<file path="src/rtl/decoupled_serializer.sv">
// -----------------------------------------------------------------------------
// decoupled_serializer
//
// Width-down converter placed directly after a decoupled FIFO read port.
// Each DATA_WIDTH-bit word taken on the input handshake is emitted as
// RATIO = DATA_WIDTH/OUT_WIDTH consecutive OUT_WIDTH-bit beats on the output
// handshake. It sustains one beat per cycle, and the next word reloads on the
// last beat so that no bubble appears between words.
//
// Parameters:
//   DATA_WIDTH  input word width (an integer multiple of OUT_WIDTH)
//   OUT_WIDTH   output beat width
//   MSB_FIRST   0: least significant slice first, 1: most significant first
//
// Ports:
//   clk        clock, all state updates on posedge
//   rst        synchronous reset, active-high
//   in_valid   input word valid (FIFO ~empty)
//   in_ready   word can be taken this cycle (FIFO ren), combinational
//   in_data    input word
//   out_valid  output beat valid
//   out_ready  downstream accepts the beat
//   out_data   current beat
//   out_last   (only with SERIALIZER_LAST_EN) current beat is the word's last
//   busy       a word is held and beats remain, same as out_valid
//
// Optional feature macro: SERIALIZER_LAST_EN adds the out_last port.
// -----------------------------------------------------------------------------
module decoupled_serializer #(
    parameter int DATA_WIDTH = 64,
    parameter int OUT_WIDTH  = 8,
    parameter bit MSB_FIRST  = 1'b0
) (
    input  logic                  clk,
    input  logic                  rst,
    input  logic                  in_valid,
    output logic                  in_ready,
    input  logic [DATA_WIDTH-1:0] in_data,
    output logic                  out_valid,
    input  logic                  out_ready,
    output logic [OUT_WIDTH-1:0]  out_data,
`ifdef SERIALIZER_LAST_EN
    output logic                  out_last,
`endif
    output logic                  busy
);

    localparam int RATIO     = DATA_WIDTH / OUT_WIDTH;
    localparam int CNT_WIDTH = $clog2(RATIO);
    localparam logic [CNT_WIDTH-1:0] LAST_BEAT = CNT_WIDTH'(RATIO - 1);

    if ((RATIO < 2) || (RATIO * OUT_WIDTH != DATA_WIDTH)) begin : g_bad_params
        $error("decoupled_serializer: DATA_WIDTH must be a multiple (>= 2x) of OUT_WIDTH");
    end

    // The state encoding is identical to out_valid.
    typedef enum logic {
        IDLE = 1'b0,
        SEND = 1'b1
    } state_t;

    state_t                  state_q, state_d;
    logic [DATA_WIDTH-1:0]   shreg_q, shreg_d;
    logic [CNT_WIDTH-1:0]    cnt_q, cnt_d;
    logic [DATA_WIDTH-1:0]   shifted;
    logic                    last_beat;
    logic                    in_fire;
    logic                    out_fire;

    assign last_beat = (cnt_q == LAST_BEAT);
    assign out_valid = (state_q == SEND);
    assign busy      = out_valid;
    // A new word is taken when idle, or in the same cycle the last beat leaves.
    assign in_ready  = ~rst & (~out_valid | (out_ready & last_beat));
    assign in_fire   = in_valid & in_ready;
    assign out_fire  = out_valid & out_ready;

    // The outgoing slice always sits at the end the shift moves toward.
    assign shifted  = MSB_FIRST ? (shreg_q << OUT_WIDTH) : (shreg_q >> OUT_WIDTH);
    assign out_data = MSB_FIRST ? shreg_q[DATA_WIDTH-1 -: OUT_WIDTH]
                                : shreg_q[OUT_WIDTH-1:0];

`ifdef SERIALIZER_LAST_EN
    // Built only from registers, so it stays stable with out_data during stalls.
    assign out_last = out_valid & last_beat;
`endif

    always_comb begin
        // NOTE: every signal gets a default first so no path leaves it unassigned (no latch).
        state_d = state_q;
        shreg_d = shreg_q;
        cnt_d   = cnt_q;
        unique case (state_q)
            IDLE: begin
                if (in_fire) begin
                    shreg_d = in_data;
                    cnt_d   = '0;
                    state_d = SEND;
                end
            end
            SEND: begin
                if (out_fire) begin
                    if (!last_beat) begin
                        cnt_d   = cnt_q + CNT_WIDTH'(1);
                        shreg_d = shifted;
                    end else if (in_fire) begin
                        shreg_d = in_data;
                        cnt_d   = '0;
                    end else begin
                        cnt_d   = '0;
                        state_d = IDLE;
                    end
                end
            end
            default: state_d = IDLE;
        endcase
    end

    always_ff @(posedge clk) begin
        // NOTE: sequential state uses non-blocking assignments only.
        if (rst) begin
            // NOTE: shreg is reset too so that out_data reads 0 right after reset.
            state_q <= IDLE;
            shreg_q <= '0;
            cnt_q   <= '0;
        end else begin
            state_q <= state_d;
            shreg_q <= shreg_d;
            cnt_q   <= cnt_d;
        end
    end

endmodule

</file>
<file path="config.mk">
export PLATFORM = sky130hd
export DESIGN_NAME = decoupled_serializer
export DESIGN_NICKNAME = d
export VERILOG_FILES = /design/src/rtl/decoupled_serializer.sv
export SDC_FILE = /design/constraint.sdc
export NUM_CORES = 1
export LEC_CHECK = 0
export CORE_MARGIN = 3
export CORE_UTILIZATION = 48
export DETAILED_ROUTE_END_ITERATION = 7
export PLACE_DENSITY = 0.79
export RECOVER_POWER = 100
export SYNTH_ARGS = -nofsm -noshare
export SYNTH_HDL_FRONTEND = slang
export SYNTH_SLANG_ARGS = --single-unit
</file>
<file path="constraint.sdc">
create_clock -name clk -period 1.95 [get_ports clk]
set_clock_uncertainty 0.15 [all_clocks]
set_input_delay 0.39 -clock clk [delete_from_list [all_inputs] [get_ports clk]]
set_output_delay 0.39 -clock clk [all_outputs]
set_load 0.02 [all_outputs]
</file>
==> results by group, run 1 <==
Layout
  • # nets final: 450
  • Synth-to-Final Area Change: 34.3%
  • Layout cell share with drive strength beyond 1: a little under a quarter
  • N_diodes: 0
  • Layout Cells excl Fill: 460
  • Core Util, Final: 67.5%

Global routing
  • Vias in the first global route: roughly 2500
  • Largest net degree at the start of global routing: 76
  • GRT Total Usage: about a fifth
  • GR Overflow Total: 0
  • Initial antenna violation count: 0
  • First-pass GRT wire length: 12000 um

Synthesis
  • Area contributors post-synth: dfxtp_1 (45%), o221a_2 (17%), a21oi_1 (9.3%)
  • Netlist cell types: 28
  • Synth warn: 0
  • Synthesized area per cell: 9.65 um^2
  • Synth Cell Area: 0.00301 mm^2
  • Sequential area share after synthesis: about 45%
  • Gate Count Post-Synth: ~310
  • Synth area leader: dfxtp_1
  • Share of the synthesized area in the top cell type: about 45%
  • FF+latch count, synth: 68
  • Synth Net Count: around 380

Pwr
  • P_leak: 0.00160 uW
  • Worst ir drop on vdd: ~0.56 mV
  • PwrDens: around 800 mW/mm^2

Critical path
  • Crit-path cells: ha_4 -> ha_4 -> a21bo_2 -> nor2b_4 -> buf_6
  • Worst setup EP type: primary output
  • Reg-to-reg setup timing slack: roughly 30 ps
  • Slowest cell on crit path: dfxtp_2
  • Startpoint Class: register
  • Critical Path RT: between 1000 and 1500 ps
  • Worst path max stage delay: ~340 ps
  • Most frequent CP cell: ha_4
  • Worst Reg-to-Reg Cells: 7
  • CP arrival: roughly 1400 ps
  • Reg-to-Reg Start: cnt_q[1]
  • FF-to-FF End: shreg_q[42]
  • Crit Path Class: reg -> out
  • Crit path max fanout: 2

Placed design
  • I/O Buffers: just under 80
  • Placed cells: 443
  • Dpl hpwl: about 4800 um
  • GPL Wtd Cong: between 0.8 and 0.9

Route
  • WL/cell: around 16 um
  • Post-route ant nets: 0
  • Initial DRT Pass Iterations: 5
  • DR vias/cell: 5.52
  • Drt first-iter violations: between 200 and 250
  • Routed wire length: 7210 um
  • Post-route DRC: 0
  • DR vias: about 2500

Run status
  • Failing checks: negative setup slack
  • Status: finished with violations

Min path
  • Min-delay src: shreg_q[59]
  • Hold Path Depth: 2
  • Hold endpoint: shreg_q[59]
  • Hold/Removal Path Class: reg -> reg

Clock network
  • CTS Sinks: between 60 and 70
  • Clock buffer depth: 2
  • CTS tree: done
  • Worst-Skew Late Latency: approximately 340 ps
  • TritonCTS Buffers: 9
  • Worst-path clk slew: 70 ps
  • CTS root buf: clkbuf_8
  • H-Tree Depth: 3

Timing
  • Final Cycle Share: 101%
  • Worst setup margin: -10.9 ps
  • Fmax: 510 MHz
  • Slew Limit Fails: 0
  • Worst Tran Pin Value: just over 700 ps
  • Hold Violations, Final: 0
  • Final setup violation count: 1
  • Tmin final: slightly below 2000 ps
  • Max transition margin: between 50 and 60%
  • RSZ-0062 raised after global routing: true

Floorplan
  • Num rows: 28
  • Total core area: 0.00599 mm^2
  • Starting Density: approximately half
  • Num ports: just under 80
  • Die X: about 85 um
  • Full die area: between 0.007 and 0.008 mm^2
  • Height of the die: roughly 85 um

Run
  • Max-Cap Viols: 0
==> per-stage QoR <==
stage	hold slack, ps	total power (uW)	cell area [um^2]	setup TNS [ps]	setup WS [ps]
2_1_floorplan	308	1970	3010	0	202
3_3_place_gp	319	2210	3840	-3930	-314
3_5_place_dp	325	2220	3840	-6340	-321
4_1_cts	336	3310	4040	-60.8	-60.8
5_1_grt	367	3470	4050	-1030	-48.5
6_report	336	3300	4050	-10.9	-10.9
==> cells in the mapped netlist, drive strengths merged <==
library cell	n
dfxtp	68
inv	57
a21oi	56
o221a	55
buf	27
clkbuf	9
nand2b	9
o32ai	7
mux2i	3
nor2	3
a32oi	2
ha	2
o21ai	2
a21bo	1
a21boi	1
a221oi	1
a31oi	1
and2b	1
and3b	1
nand2	1
nand3	1
nand4	1
nor2b	1
or2	1
or3b	1
==> report_power, final <==
part	leakage, uW	switching (uW)	internal [uW]
clock network	0.0000931	517	585
logic	0.000942	264	349
registers	0.000566	67.0	1520
total	0.00160	848	2450
==> registers in the layout, summed over array words and instances, names as in the netlist <==
| name | flops |
|---|---|
| shreg_q | 64 |
| cnt_q | 3 |
| busy | 1 |
==> worst max-delay path: cells and delay by family (launching register included) <==
kind | cells | cell delay (ps)
flops | 1 | 340
simple gates | 1 | 120
buf+inv | 1 | 120
fa+ha+maj | 2 | 310
compound gates | 1 | 190
==> cells by family after synthesis <==
| family | after synthesis | synth area share, % |
|---|---|---|
| AO/OA/AOI/OAI | 126 | 34.3 |
| adder cells (fa/ha/maj) | 2 | 0.831 |
| buffers and inverters | 93 | 14.7 |
| flip-flops | 68 | 45.2 |
| multiplexers | 3 | 0.997 |
| AND/OR/NAND/NOR | 20 | 3.99 |
==> worst max-delay path by stage <==
stage                          from  depth (start not counted)     endpoint
after global routing       cnt_q[1]                          5     in_ready
after detailed placement  out_ready                          4     in_ready
after global placement    out_ready                          4     in_ready
after floorplan            cnt_q[0]                          6  shreg_q[29]
after CTS                  cnt_q[0]                          5     in_ready
final                      cnt_q[1]                          5     in_ready
==> repair_timing <==
action	4_1_cts	5_1_grt
buffers inserted	0	1
pin swaps	0	3
resized for setup	13	3
endpoints found under the setup margin	58	2
hold buffers	0	0
gates cloned	0	0
==> per-layer routing <==
layer,up-vias,track usage (%),part of all wire [%]
li1,1253,-,-
met1,1184,30.7,46
met2,93,28.9,45
met3,11,4.95,7.2
met4,0,7.19,1.8
met5,-,0,0
==> final cells by class <==
cell class | count | area [um^2]
Clock buffer | 11 | 131
Multi-Input combinational cell | 151 | 1240
Inverter | 57 | 214
Tap cell | 75 | 93.8
Sequential cell | 68 | 1360
Clock inverter | 5 | 52.6
Timing Repair Buffer | 93 | 953
Fill cell | 456 | 1950
==> cell usage in the layout, fill, tap and decap left out, drive strengths merged, types with 2 or more instances in the layout <==
master and count:
clkdlybuf4s50 71, dfxtp 68, inv 57, a21oi 56, o221a 55, clkbuf 14, buf 14, nand2b 9
o32ai 7, mux2i 3, nor2 3, clkinv 3, dlygate4sd3 3, o21ai 2, a32oi 2, ha 2
dlygate4sd2 2
(Power assumes the default switching activity.)
==> inputs of run 2 (changes only) <==
--- a/config.mk
+++ b/config.mk
@@ -5,10 +5,9 @@
 export SDC_FILE = /design/constraint.sdc
 export NUM_CORES = 1
 export LEC_CHECK = 0
-export CORE_MARGIN = 3
 export CORE_UTILIZATION = 48
 export DETAILED_ROUTE_END_ITERATION = 7
-export PLACE_DENSITY = 0.79
+export PLACE_DENSITY = 0.78
 export RECOVER_POWER = 100
 export SYNTH_ARGS = -nofsm -noshare
 export SYNTH_HDL_FRONTEND = slang
==> results by group, run 2 (synthesis results as in run 1) <==
Clock network
  • H-Tree Depth: 3 (unchanged)
  • Worst-Skew Late Latency: 330 ps (was 340 ps)
  • CTS tree: done (unchanged)
  • Worst-path clk slew: 70 ps (about the same)
  • TritonCTS Buffers: 9 (unchanged)
  • CTS root buf: clkbuf_8 (unchanged)
  • CTS Sinks: 68 (unchanged)
  • Clock buffer depth: 2 (unchanged)
  • Cts hold-fix bufs: 0 (unchanged)

Layout
  • Synth-to-Final Area Change: 36.4% (was 34.3%)
  • Post-route cell area: 0.00411 mm^2 (was 0.00405 mm^2)
  • Biggest register: shreg_q (unchanged)
  • Leading cell type in the layout, fill and taps excluded: clkdlybuf4s50_1 (unchanged)
  • # fillers: 480 (was 456)
  • N_diodes: 0 (unchanged)
  • Max FFs per register: 64 (unchanged)
  • Layout cell share with drive strength beyond 1: 24.6% (was 22.6%)
  • Most frequent cells in the layout: clkdlybuf4s50_1 (71), dfxtp_1 (66), inv_1 (57) (unchanged)
  • Reg area: 0.00136 mm^2 (unchanged)
  • # nets final: 457 (was 450)
  • Core Util, Final: 68.6% (was 67.5%)
  • Area of the multi-input gates: 0.00124 mm^2 (about the same)

Critical path
  • Most frequent CP cell: ha_4 (unchanged)
  • Crit-path cells: ha_4 -> ha_4 -> a21bo_4 -> nor2b_4 -> buf_6 (was ha_4 -> ha_4 -> a21bo_2 -> nor2b_4 -> buf_6)
  • Startpoint Class: register (unchanged)
  • WP buf/inv: 1 (unchanged)
  • Worst path max stage delay: 340 ps (about the same)
  • CP arrival: 1420 ps (about the same)
  • CP delay by family, top: flip-flops (unchanged)
  • Critical Path RT: 1410 ps (about the same)
  • Worst setup EP type: primary output (unchanged)
  • Slowest cell on crit path: dfxtp_2 (unchanged)
  • Crit path max fanout: 2 (unchanged)
  • Crit Path Class: reg -> out (unchanged)

Pwr
  • Sw Pwr: 864 uW (was 848 uW)
  • P_leak: 0.00164 uW (was 0.00160 uW)
  • Net Sw Frac: 25.8% (was 25.7%)
  • Flop pwr share: 47.2% (was 48.0%)
  • Clock group share of total power: 33.9% (was 33.4%)
  • Worst ir drop on vdd: 0.645 mV (was 0.565 mV)
  • Logic pwr share: 18.9% (was 18.6%)
  • PwrDens: 816 mW/mm^2 (was 815 mW/mm^2)
  • P_int: 2490 uW (was 2450 uW)

Timing
  • Max transition margin: 52.8% (was 51.7%)
  • Fmax: 511 MHz (was 510 MHz)
  • Final setup violation count: 1 (unchanged)
  • Hold Violations, Final: 0 (unchanged)
  • Worst setup margin: -7.54 ps (was -10.9 ps)
  • Tmin final: 1960 ps (about the same)
  • Slew Limit Fails: 0 (unchanged)
  • Final Cycle Share: 100% (was 101%)
  • Worst Tran Pin Value: 708 ps (was 725 ps)
  • RSZ-0062 raised after global routing: true (unchanged)

Floorplan
  • Starting Density: 50.3% (unchanged)
  • Total core area: 0.00599 mm^2 (unchanged)
  • Height of the die: 81.2 um (was 85.2 um)
  • Die X: 81.2 um (was 85.2 um)
  • Num rows: 28 (unchanged)
  • Full die area: 0.00660 mm^2 (was 0.00726 mm^2)
  • Num ports: 79 (unchanged)

Global routing
  • GRT Total Usage: 23.0% (was 20.6%)
  • Initial antenna violation count: 0 (unchanged)
  • Vias in the first global route: 2391 (was 2467)
  • Largest net degree at the start of global routing: 76 (unchanged)
  • First-pass GRT wire length: 11500 um (was 12000 um)
  • GR Overflow Total: 0 (unchanged)

Placed design
  • Dpl hpwl: 4720 um (was 4820 um)
  • Placed cell area: 0.00384 mm^2 (unchanged)
  • GPL Wtd Cong: 0.778 (was 0.830)
  • I/O Buffers: 78 (unchanged)

Run status
  • Failing checks: negative setup slack (unchanged)
  • Status: finished with violations (unchanged)

Run
  • Max-Cap Viols: 0 (unchanged)

Route
  • Drt first-iter violations: 186 (was 240)
  • Post-route ant nets: 0 (unchanged)
  • Initial DRT Pass Iterations: 4 (was 5)
  • DR vias: 2582 (was 2541)
  • Routed wire length: 7330 um (was 7210 um)
  • WL/cell: 15.7 um (about the same)
  • Post-route DRC: 0 (unchanged)
  • DR vias/cell: 5.54 (was 5.52)

Min path
  • Hold/Removal Path Class: reg -> reg (unchanged)
run 2: layer usage:
| metal | routed length, um | up-vias | track usage (%) |
|---|---|---|---|
| met5 | 0 | - | 0 |
| met4 | 46 | 0 | 7.50 |
| met3 | 336 | 4 | 4.72 |
| met2 | 3360 | 71 | 34.1 |
| met1 | 3580 | 1237 | 32.9 |
| li1 | - | 1270 | - |
run 2: timing repair:
action,in CTS,in global routing
pin swaps,2,1
gates resized for setup,15,3
setup buffers,0,1
gates cloned,0,2
setup endpoints to repair,3,8
run 2: path summary, 6_finish.rpt:
path,cells after the start,slack (ps),startpoint,to
worst max-delay path,5,-8,cnt_q[0],in_ready
worst min-delay path,2,330,shreg_q[57],shreg_q[57]
worst max register to register,8,70,cnt_q[0],shreg_q[39]
worst min register to register,2,330,shreg_q[57],shreg_q[57]
run 2: final cells by class:
type,count,area share (%)
sequential,68,33.2
multi-input combinational,151,30.3
timing repair buffer,100,24.4
inverter,57,5.21
clock buffer,10,3.35
tap,75,2.28
clock inverter,5,1.28
run 2: power by group through the flow:
stage               combinational [uW]  sequential [uW]  clock, uW
finish                             635             1580       1140
global route                       693             1600       1210
CTS                                616             1580       1130
detailed placement                 608             1610          0
global placement                   600             1610          0
floorplan                          379             1590          0
run 2: worst reg2reg max path, stage by stage (launching register included):
cell and delay [ps]:
dfxtp_2 340, ha_4 160, ha_4 150, buf_4 130
nand2b_2 200, a21boi_2 190, buf_12 140, clkbuf_16 170
o221a_2 200
run 2: per-stage QoR:
stage	worst slack (ps)	hold WS, ps	cells	TNS [ps]	power [uW]
after floorplan	202	308	312	0	1970
after global placement	-306	320	448	-3530	2210
after detailed placement	-338	326	448	-4970	2220
after CTS	-18.8	337	463	-18.8	3330
after global routing	-61.0	363	466	-1080	3500
final	-7.54	335	466	-7.54	3350
==> inputs of run 3 (changes only) <==
--- a/config.mk
+++ b/config.mk
@@ -7,7 +7,7 @@
 export LEC_CHECK = 0
 export CORE_UTILIZATION = 48
 export DETAILED_ROUTE_END_ITERATION = 7
-export PLACE_DENSITY = 0.78
+export PLACE_DENSITY = 0.79
 export RECOVER_POWER = 100
 export SYNTH_ARGS = -nofsm -noshare
 export SYNTH_HDL_FRONTEND = slang
==> results by group, run 3 (synthesis results as in run 1) <==
Run status
  • Status: finished with violations (unchanged)
  • Failing checks: negative setup slack (unchanged)

Route
  • DR vias/cell: 5.55 (was 5.54)
  • Post-route DRC: 0 (unchanged)
  • Routed wire length: 7760 um (was 7330 um)
  • Post-route ant nets: 0 (unchanged)
  • Initial DRT Pass Iterations: 5 (was 4)
  • WL/cell: 16.6 um (was 15.7 um)
  • DR vias: 2590 (was 2582)
  • Drt first-iter violations: 261 (was 186)

Critical path
  • Reg-to-reg setup timing slack: 60 ps (was 70 ps)
  • Critical Path RT: 1410 ps (about the same)
  • Crit Path Class: reg -> out (unchanged)
  • Reg-to-Reg Start: cnt_q[0] (unchanged)
  • FF-to-FF End: shreg_q[44] (was shreg_q[39])
  • Startpoint Class: register (unchanged)
  • CP arrival: 1440 ps (was 1420 ps)
  • Worst Reg-to-Reg Cells: 8 (unchanged)
  • Crit path max fanout: 2 (unchanged)
  • Worst setup EP type: primary output (unchanged)

Floorplan
  • Num rows: 28 (unchanged)
  • Die X: 81.2 um (unchanged)
  • Total core area: 0.00599 mm^2 (unchanged)
  • Starting Density: 50.3% (unchanged)
  • Num ports: 79 (unchanged)
  • Full die area: 0.00660 mm^2 (unchanged)
  • Height of the die: 81.2 um (unchanged)

Layout
  • Most frequent cells in the layout: clkdlybuf4s50_1 (74), dfxtp_1 (66), inv_1 (57) (was clkdlybuf4s50_1 (71), dfxtp_1 (66), inv_1 (57))
  • Max FFs per register: 64 (unchanged)
  • N_diodes: 0 (unchanged)
  • # nets final: 457 (unchanged)
  • Post-route cell area: 0.00420 mm^2 (was 0.00411 mm^2)
  • Core Util, Final: 70.0% (was 68.6%)
  • Leading cell type in the layout, fill and taps excluded: clkdlybuf4s50_1 (unchanged)
  • Synth-to-Final Area Change: 39.3% (was 36.4%)
  • Biggest register: shreg_q (unchanged)
  • Layout cell share with drive strength beyond 1: 24.5% (was 24.6%)
  • Layout Cells excl Fill: 467 (was 466)

Placed design
  • Dpl hpwl: 4910 um (was 4720 um)
  • Placed cell area: 0.00386 mm^2 (was 0.00384 mm^2)
  • Placed cells: 446 (was 448)
  • Pre-CTS setup slack: -319 ps (was -338 ps)
  • GPL Wtd Cong: 0.711 (was 0.778)
  • I/O Buffers: 78 (unchanged)

Min path
  • Min-delay src: shreg_q[62] (was shreg_q[57])
  • Hold Path Depth: 2 (unchanged)
  • Hold endpoint: shreg_q[62] (was shreg_q[57])
  • Hold/Removal Path Class: reg -> reg (unchanged)

Timing
  • Max transition margin: 52.6% (was 52.8%)
  • Final Cycle Share: 102% (was 100%)
  • Worst setup margin: -30.2 ps (was -7.54 ps)
  • Fmax: 505 MHz (was 511 MHz)
  • RSZ-0062 raised after global routing: true (unchanged)
  • Setup TNS: -30.2 ps (was -7.54 ps)
  • Worst Tran Pin Value: 711 ps (was 708 ps)
  • Slew Limit Fails: 0 (unchanged)
  • Final setup violation count: 1 (unchanged)
  • Tmin final: 1980 ps (was 1960 ps)
  • Hold Violations, Final: 0 (unchanged)

Pwr
  • Net Sw Frac: 24.9% (was 25.8%)
  • Flop pwr share: 45.0% (was 47.2%)
  • P_int: 2650 uW (was 2490 uW)
  • Logic pwr share: 18.8% (was 18.9%)
  • Worst ir drop on vdd: 0.519 mV (was 0.645 mV)
  • P_leak: 0.00168 uW (was 0.00164 uW)
  • Clock group share of total power: 36.1% (was 33.9%)
  • PwrDens: 840 mW/mm^2 (was 816 mW/mm^2)
  • Sw Pwr: 876 uW (was 864 uW)

Clock network
  • Clock buffer depth: 2 (unchanged)
  • TritonCTS Buffers: 9 (unchanged)
  • Worst-Skew Late Latency: 340 ps (was 330 ps)
  • Worst-path clk slew: 70 ps (about the same)
  • H-Tree Depth: 3 (unchanged)
  • CTS Sinks: 68 (unchanged)
  • CTS tree: done (unchanged)
  • CTS root buf: clkbuf_8 (unchanged)

Global routing
  • M2 GR Usage: 36.9% (was 34.1%)
  • Vias in the first global route: 2472 (was 2391)
  • GR Overflow Total: 0 (unchanged)
  • GRT Total Usage: 23.9% (was 23.0%)
  • Initial antenna violation count: 0 (unchanged)
  • Met1 Use GR: 32.2% (was 32.9%)
  • Largest net degree at the start of global routing: 76 (unchanged)
  • First-pass GRT wire length: 12000 um (was 11500 um)
  • Gr busiest metal: met2 (unchanged)
  • Met3 usage: 6.63% (was 4.72%)

Run
  • Max-Cap Viols: 0 (unchanged)
-- run 3: changes by cell type in the layout (fill, tap and decap cells not counted), sizes merged --
cell	previous run	this run
dlygate4sd3	3	0
bufinv	1	2
clkbuf	15	16
clkdlybuf4s50	71	74
clkinvlp	1	0
-- run 3: layout make-up --
class / instances / area, um^2
Fill cell: 446 / 1800
Clock buffer: 11 / 141
Sequential cell: 68 / 1360
Multi-Input combinational cell: 151 / 1250
Clock inverter: 5 / 75.1
Timing Repair Buffer: 100 / 1050
Inverter: 57 / 214
Tap cell: 75 / 93.8
-- run 3: layer usage --
metal  up-vias  part of all wire (%)
li1       1270                     -
met1      1217                    45
met2        91                    47
met3        12                   6.8
met4         0                   1.5
met5         -                     0
-- run 3: critical path, stage by stage (launching register included) --
cell and delay (ps):
dfxtp_2 340, ha_4 160, ha_4 160, a21bo_4 210
nor2b_4 120, buf_6 120
-- run 3: per-stage QoR --
stage	hold WS (ps)	total power, uW
finish	335	3520
global route	359	3670
CTS	337	3490
detailed placement	327	2230
global placement	320	2210
floorplan	308	1970
-- run 3: worst max-delay path by stage --
| stage | start | to | slack (ps) | cells past startpoint |
|---|---|---|---|---|
| after floorplan | cnt_q[0] | shreg_q[29] | 200 | 6 |
| after global placement | out_ready | in_ready | -310 | 4 |
| after detailed placement | out_ready | in_ready | -320 | 4 |
| after CTS | cnt_q[1] | in_ready | -50 | 5 |
| after global routing | cnt_q[1] | in_ready | -80 | 5 |
| final | cnt_q[0] | in_ready | -30 | 5 |
-- run 3: power by group through the flow --
stage | clock network, uW | logic, uW | registers (uW)
finish | 1270 | 663 | 1590
global route | 1350 | 721 | 1600
CTS | 1290 | 621 | 1590
detailed placement | 0 | 618 | 1610
global placement | 0 | 605 | 1610
floorplan | 0 | 379 | 1590
-- run 3: what timing repair did --
action                                  CTS  global route
buffers inserted                          0             2
gates resized for setup                  13             5
gates cloned                              0             3
endpoints found under the setup margin    7            39
hold buffers                              0             0
pin swaps                                 1             3
